<file path="config.mk">
export PLATFORM = sky130hd
export DESIGN_NAME = vga_sync_decoder
export DESIGN_NICKNAME = d
export VERILOG_FILES = /design/src/rtl/vga_sync_decoder.sv
export SDC_FILE = /design/constraint.sdc
export NUM_CORES = 1
export LEC_CHECK = 0
export CAP_MARGIN = 20
export CORE_MARGIN = 2
export CORE_UTILIZATION = 49
export DETAILED_ROUTE_END_ITERATION = 10
export GPL_ROUTABILITY_DRIVEN = 0
export GPL_TIMING_DRIVEN = 0
export PLACE_DENSITY = 0.7
export SLEW_MARGIN = 20
export SYNTH_ARGS = -nofsm -noshare
export SYNTH_HDL_FRONTEND = slang
export SYNTH_SLANG_ARGS = --single-unit
</file>
<file path="constraint.sdc">
create_clock -name clockVGA -period 5.25 [get_ports clockVGA]
set_clock_uncertainty 0.2 [all_clocks]
set_input_delay 1.05 -clock clockVGA [delete_from_list [all_inputs] [get_ports clockVGA]]
set_output_delay 1.05 -clock clockVGA [all_outputs]
set_load 0.01 [all_outputs]
</file>
<file path="src/rtl/vga_sync_decoder.sv">
// vga_sync_decoder: rebuilds row/col/displayEnable from hsync_n/vsync_n and checks line/frame timing.
// Latency: internal counters trail the source by 2 clocks; all outputs are registered, 3 clocks in total.
// Backpressure: none; the sync stream is consumed every clock and cannot be stalled.
//
// Ports:
//   clockVGA, reset_n        pixel clock, asynchronous active-low reset
//   hsync_n, vsync_n         incoming active-low syncs (same clock domain as clockVGA)
//   displayEnable, row, col  regenerated visible-window position (0 outside window or when unlocked)
//   frameStart               one-cycle pulse per accepted vsync falling edge
//   lineError, frameError    one-cycle pulses on horizontal / vertical timing violations
//   locked                   high while the lock FSM is in LOCKED
module vga_sync_decoder #(
   parameter int displayWidth  = 640,
   parameter int displayHeight = 480,
   parameter int hsyncTime     = 96,
   parameter int hBPTime       = 48,
   parameter int hFPTime       = 16,
   parameter int vsyncTime     = 2,
   parameter int vBPTime       = 33,
   parameter int vFPTime       = 10,
   parameter int lockFrames    = 2
) (
   input  logic       clockVGA,
   input  logic       reset_n,
   input  logic       hsync_n,
   input  logic       vsync_n,
   output logic       displayEnable,
   output logic [9:0] row,
   output logic [9:0] col,
   output logic       frameStart,
   output logic       lineError,
   output logic       frameError,
   output logic       locked
);

   localparam int hTotal = hsyncTime + hBPTime + displayWidth + hFPTime;
   localparam int vTotal = vsyncTime + vBPTime + displayHeight + vFPTime;

   localparam logic [9:0] hSyncLast = 10'(hsyncTime - 1);
   localparam logic [9:0] hLast     = 10'(hTotal - 1);
   localparam logic [9:0] vLast     = 10'(vTotal - 1);
   localparam logic [9:0] vSyncEnd  = 10'(vsyncTime);
   localparam logic [9:0] hVisStart = 10'(hsyncTime + hBPTime);
   localparam logic [9:0] hVisEnd   = 10'(hsyncTime + hBPTime + displayWidth);
   localparam logic [9:0] vVisStart = 10'(vsyncTime + vBPTime);
   localparam logic [9:0] vVisEnd   = 10'(vsyncTime + vBPTime + displayHeight);
   localparam logic [3:0] lockTarget = 4'(lockFrames);

   typedef enum logic [1:0] {SEARCH, ACQUIRE, LOCKED} lockState_e;

   logic       hD1, hD2, vD1, vD2;
   logic       hFall, hRise, vFall, vRise;
   logic [9:0] hCount, vCount, vLineNow;
   lockState_e state, stateNext;
   logic [3:0] goodCount, goodNext, goodInc;
   logic       hFirst, vFirst, frameDirty;
   logic       searching, timeoutNow, lineErrNow, frameErrNow, anyErr;
   logic       showPixel;

   // Two-stage sample; edges are judged between the two stages.
   always_ff @(posedge clockVGA or negedge reset_n) begin
      if (!reset_n) begin
         hD1 <= 1'b1;
         hD2 <= 1'b1;
         vD1 <= 1'b1;
         vD2 <= 1'b1;
      end else begin
         hD1 <= hsync_n;
         hD2 <= hD1;
         vD1 <= vsync_n;
         vD2 <= vD1;
      end
   end

   assign hFall = hD2 & ~hD1;
   assign hRise = ~hD2 & hD1;
   assign vFall = vD2 & ~vD1;
   assign vRise = ~vD2 & vD1;

   assign searching = (state == SEARCH);
   // Line the vertical counter is entering this cycle; a vsync rise is
   // legal only when it coincides with the start of line vsyncTime.
   assign vLineNow  = hFall ? vCount + 10'd1 : vCount;

   // Timeout fires on the single clock where hCount steps onto its saturation value.
   assign timeoutNow = (hCount == 10'd1022) && !hFall;

   assign lineErrNow = timeoutNow
                     | (!searching && hRise && (hCount != hSyncLast))
                     | (!searching && hFall && !hFirst && (hCount != hLast));

   assign frameErrNow = !searching && ((vFall && !hFall)
                                     | (vFall && !vFirst && (vCount != vLast))
                                     | (vRise && (vLineNow != vSyncEnd)));

   assign anyErr  = lineErrNow | frameErrNow;
   assign goodInc = goodCount + 4'd1;

   always_ff @(posedge clockVGA or negedge reset_n) begin
      if (!reset_n) begin
         hCount <= '0;
         vCount <= '0;
      end else begin
         if (hFall)
            hCount <= '0;
         else if (hCount != 10'd1023)
            hCount <= hCount + 10'd1;

         if (vFall)
            vCount <= '0;
         else if (hFall && (vCount != 10'd1023))
            vCount <= vCount + 10'd1;
      end
   end

   always_comb begin
      stateNext = state;
      goodNext  = goodCount;
      case (state)
         SEARCH: begin
            if (vFall) begin
               stateNext = ACQUIRE;
               goodNext  = '0;
            end
         end
         ACQUIRE: begin
            if (anyErr)
               goodNext = '0;
            else if (vFall) begin
               // A frame that saw any error earlier does not count toward lock.
               if (frameDirty)
                  goodNext = '0;
               else begin
                  goodNext = goodInc;
                  if (goodInc >= lockTarget)
                     stateNext = LOCKED;
               end
            end
         end
         LOCKED: begin
            if (anyErr) begin
               stateNext = ACQUIRE;
               goodNext  = '0;
            end
         end
         default: stateNext = SEARCH;
      endcase
      if (timeoutNow) begin
         stateNext = SEARCH;
         goodNext  = '0;
      end
   end

   always_ff @(posedge clockVGA or negedge reset_n) begin
      if (!reset_n) begin
         state      <= SEARCH;
         goodCount  <= '0;
         hFirst     <= 1'b1;
         vFirst     <= 1'b1;
         frameDirty <= 1'b0;
      end else begin
         state     <= stateNext;
         goodCount <= goodNext;
         if (searching) begin
            // Counters are not yet aligned to the source, so the first
            // period check after leaving SEARCH is skipped.
            hFirst     <= 1'b1;
            vFirst     <= 1'b1;
            frameDirty <= 1'b0;
         end else begin
            if (hFall) hFirst <= 1'b0;
            if (vFall) vFirst <= 1'b0;
            frameDirty <= vFall ? 1'b0 : (frameDirty | anyErr);
         end
      end
   end

   assign showPixel = (state == LOCKED)
                    && (hCount >= hVisStart) && (hCount < hVisEnd)
                    && (vCount >= vVisStart) && (vCount < vVisEnd);

   always_ff @(posedge clockVGA or negedge reset_n) begin
      if (!reset_n) begin
         displayEnable <= 1'b0;
         row           <= '0;
         col           <= '0;
         frameStart    <= 1'b0;
         lineError     <= 1'b0;
         frameError    <= 1'b0;
      end else begin
         displayEnable <= showPixel;
         col           <= showPixel ? hCount - hVisStart : '0;
         row           <= showPixel ? vCount - vVisStart : '0;
         frameStart    <= vFall & (searching | hFall);
         lineError     <= lineErrNow;
         frameError    <= frameErrNow;
      end
   end

   assign locked = (state == LOCKED);

endmodule

</file>
==> flow_summary.json <==
{
  "worst_r2r_path_depth": 9,
  "floorplan.rows": 28,
  "place_ws_ns": 2.43,
  "first_global_vias": 2378,
  "setup_total_negative_slack_ns": 0,
  "post_synth_main_area_contributors": "dfrtp_1 (41%), nor2_1 (6.3%), dfstp_2 (5.1%)",
  "criticalPathCategory": "reg2reg",
  "p_per_area_mw_per_mm2": 268,
  "synthMostInstantiatedCell": "nor2_1",
  "die_width_um": 83.4,
  "io_pins": 29,
  "post-route-util": 0.605,
  "final_cells": 441,
  "drive_gt1_frac": 0.112,
  "synthFlopType": "dfrtp_1",
  "cts_sinks": 57,
  "timing.hold.worst_path_depth": 0,
  "grt_remaining_overflow": 0,
  "starting_density_of_the_core": 0.516,
  "antenna_violating_nets_post_route": 0,
  "detail_route.vias_per_cell": 5.54,
  "critical_path.n_buffers_inverters": 1,
  "r2r_setup_slack_ns": 2.32,
  "number_of_buffers_inserted_by_hold_repair_at_cts": 0,
  "htreeDepth": 3,
  "worst_setup_ep_type": "flip-flop",
  "yosysSeqAreaShare": 0.464,
  "timing_hold_violations_final": 0,
  "route.detailed.wl_per_inst_um": 14.6,
  "post-route-worst-setup-slack_ns": 2.32,
  "placedInstanceArea_mm2": 0.00346,
  "crit_fanout": 9,
  "worst_path_required_ns": 5.31,
  "synth-edff-count": 0,
  "synth_top_cell_by_area": "dfrtp_1",
  "critPathLaunchType": "flip-flop",
  "cts_made_buffers": 9,
  "clock-root-buffer": "clkbuf_8",
  "place.detailed.hpwl_mm": 4.51,
  "antenna_cells": 0,
  "worst_ir_drop_vdd_mv": 0.202,
  "final-setup-viol-count": 0,
  "nNetsFinal": 376,
  "path_delay_family": "compound AO/OA/AOI/OAI gates",
  "cp_data_arrival_time_ns": 2.99,
  "wl_mm": 6.43,
  "power.total_mw": 0.973,
  "rsz0062_at_grt": "false",
  "layout_min_cycle_time_ns": 2.93,
  "synth_async_sr_flop_share": 1.00,
  "grt_antenna_before_repair": 0,
  "hold_end": "vD2",
  "insertion_delay_ns": 0.34,
  "cap_violations": 0,
  "cts_max_path_buffers": 2,
  "area_growth_syn_to_layout_pct": 17.4,
  "grt_pass1_wl_mm": 11.4,
  "slew_violations": 0,
  "post_synth.cell_area_avg_um2": 9.60,
  "synthesis.instances": 322,
  "drt-pass1-iter-count": 4,
  "synth-warning-count": 0,
  "die-height_um": 83.4,
  "synth_top_area_share": 0.413,
  "dieArea_mm2": 0.00696,
  "globalRouteTotalUtil": 0.201,
  "cts_resized": 0,
  "clock_tree_from_tritoncts": "done",
  "final_min_period_over_clock_period": 0.558,
  "post-cts-setup-buffers": 0,
  "crit_chain": "ha_1, clkbuf_1, nand2_1, nor4b_1, o32ai_1, a31oi_4, a32oi_1, a211oi_2, mux2i_1",
  "maxSlewHeadroom": 0.438,
  "holdCritStartpoint": "vD1",
  "outcome": "completed",
  "stdcell_area_mm2": 0.00363,
  "fillers": 520,
  "cts.reportedPaths.clkPinSlew_ns": 0.06,
  "timing.critical_path.slowest_cell_delay_ns": 0.52,
  "fmaxAchievable_mhz": 342,
  "timing.critical_path.slowest_stage_cell": "dfrtp_1",
  "net_count_after_synthesis": 337,
  "dr_total_vias": 2443,
  "drt_iter0_markers": 126,
  "regToRegEndpoint": "goodCount[1]",
  "placed_cells": 425,
  "largest_net_degree_at_the_start_of_global_routing": 58,
  "timing.rr.start": "vCount[1]",
  "static-leakage-power_nw": 1.63,
  "worst_pin_slew_ns": 0.836,
  "worstHoldPathType": "reg2reg",
  "ys_types": 53,
  "synth.top_cells.by_count": "nor2_1 (52), dfrtp_1 (51), inv_1 (18)",
  "flip_flop_and_latch_count_after_synthesis": 57,
  "post_synthesis_cell_area_mm2": 0.00309,
  "fp.coreArea_mm2": 0.00599,
  "portBuffers": 28,
  "post-route-drc-count": 0,
  "worst_hold_check_slack_ns": 0.181
}
==> sequential cells by signal, summed over array words and instances (netlist names) <==
signal,flops
hD1,1
hCount,10
state,2
frameDirty,1
col,10
goodCount,4
frameError,1
hD2,1
vFirst,1
lineError,1
vCount,10
displayEnable,1
hFirst,1
row,10
vD1,1
frameStart,1
vD2,1
==> worst max-delay path by stage <==
stage / endpoint / cells past startpoint / slack (ns) / from
finish: goodCount[1] / 9 / 2.32 / vCount[1]
global route: goodCount[1] / 9 / 2.17 / vCount[1]
CTS: locked / 4 / 2.39 / state[0]
detailed placement: goodCount[1] / 9 / 2.43 / vCount[1]
global placement: hCount[4] / 1 / 1.19 / reset_n
floorplan: goodCount[1] / 9 / 2.79 / vCount[1]
==> worst reg2reg max path, cell delays in order, from the launching register on <==
cell      delay, ns
dfrtp_1        0.52
ha_1           0.20
clkbuf_1       0.30
nand2_1        0.10
nor4b_1        0.28
o32ai_1        0.22
a31oi_4        0.27
a32oi_1        0.15
a211oi_2       0.39
mux2i_1        0.23
==> cells in the final DEF (no fill, tap or decap), types with 8 or more instances in the layout <==
cell	instances
clkbuf_8	10
ha_1	11
clkdlybuf4s50_1	27
dfrtp_1	51
nor2_1	52
a21oi_1	9
clkbuf_1	10
nand3_1	12
nand2b_1	8
nor3_1	17
xor2_1	9
xnor2_1	16
nand2_1	17
inv_1	18
==> metal layers <==
metal  wire length (µm)  track usage
met4                144       0.0968
met1               3130        0.284
met3                400       0.0497
met2               2750        0.290
met5                  0            0
==> cell type report <==
class	instances	area, µm²	share of cell area
multi-input cells	228	1480	0.408
flip-flops and latches	57	1430	0.395
repair buffers	28	278	0.0766
clock buffers	12	145	0.0400
plain buffers	19	109	0.0300
well taps	75	93.8	0.0259
inverters	18	67.6	0.0186
clock inverters	4	20.0	0.00552
==> power breakdown <==
group	total [mW]	switching (mW)	leakage [nW]	internal (mW)
registers	0.489	0.0275	0.753	0.462
clock network	0.349	0.168	0.0899	0.181
logic	0.135	0.0834	0.785	0.0518
total	0.973	0.279	1.63	0.694
==> logic make-up (layout without fill, tap and decap cells) <==
| logic type | count (synthesis) | count (layout) | synth area share |
|---|---|---|---|
| buffers and inverters | 37 | 81 | 0.0571 |
| xor gates and xnor gates | 25 | 25 | 0.0709 |
| muxes | 2 | 2 | 0.00648 |
| DFF | 57 | 57 | 0.464 |
| and+or+nand+nor | 148 | 148 | 0.255 |
| adders and majority gates | 11 | 11 | 0.0445 |
| AOI/OAI and AO/OA | 42 | 42 | 0.102 |
No activity file was read; power rests on OpenSTA's default activity.
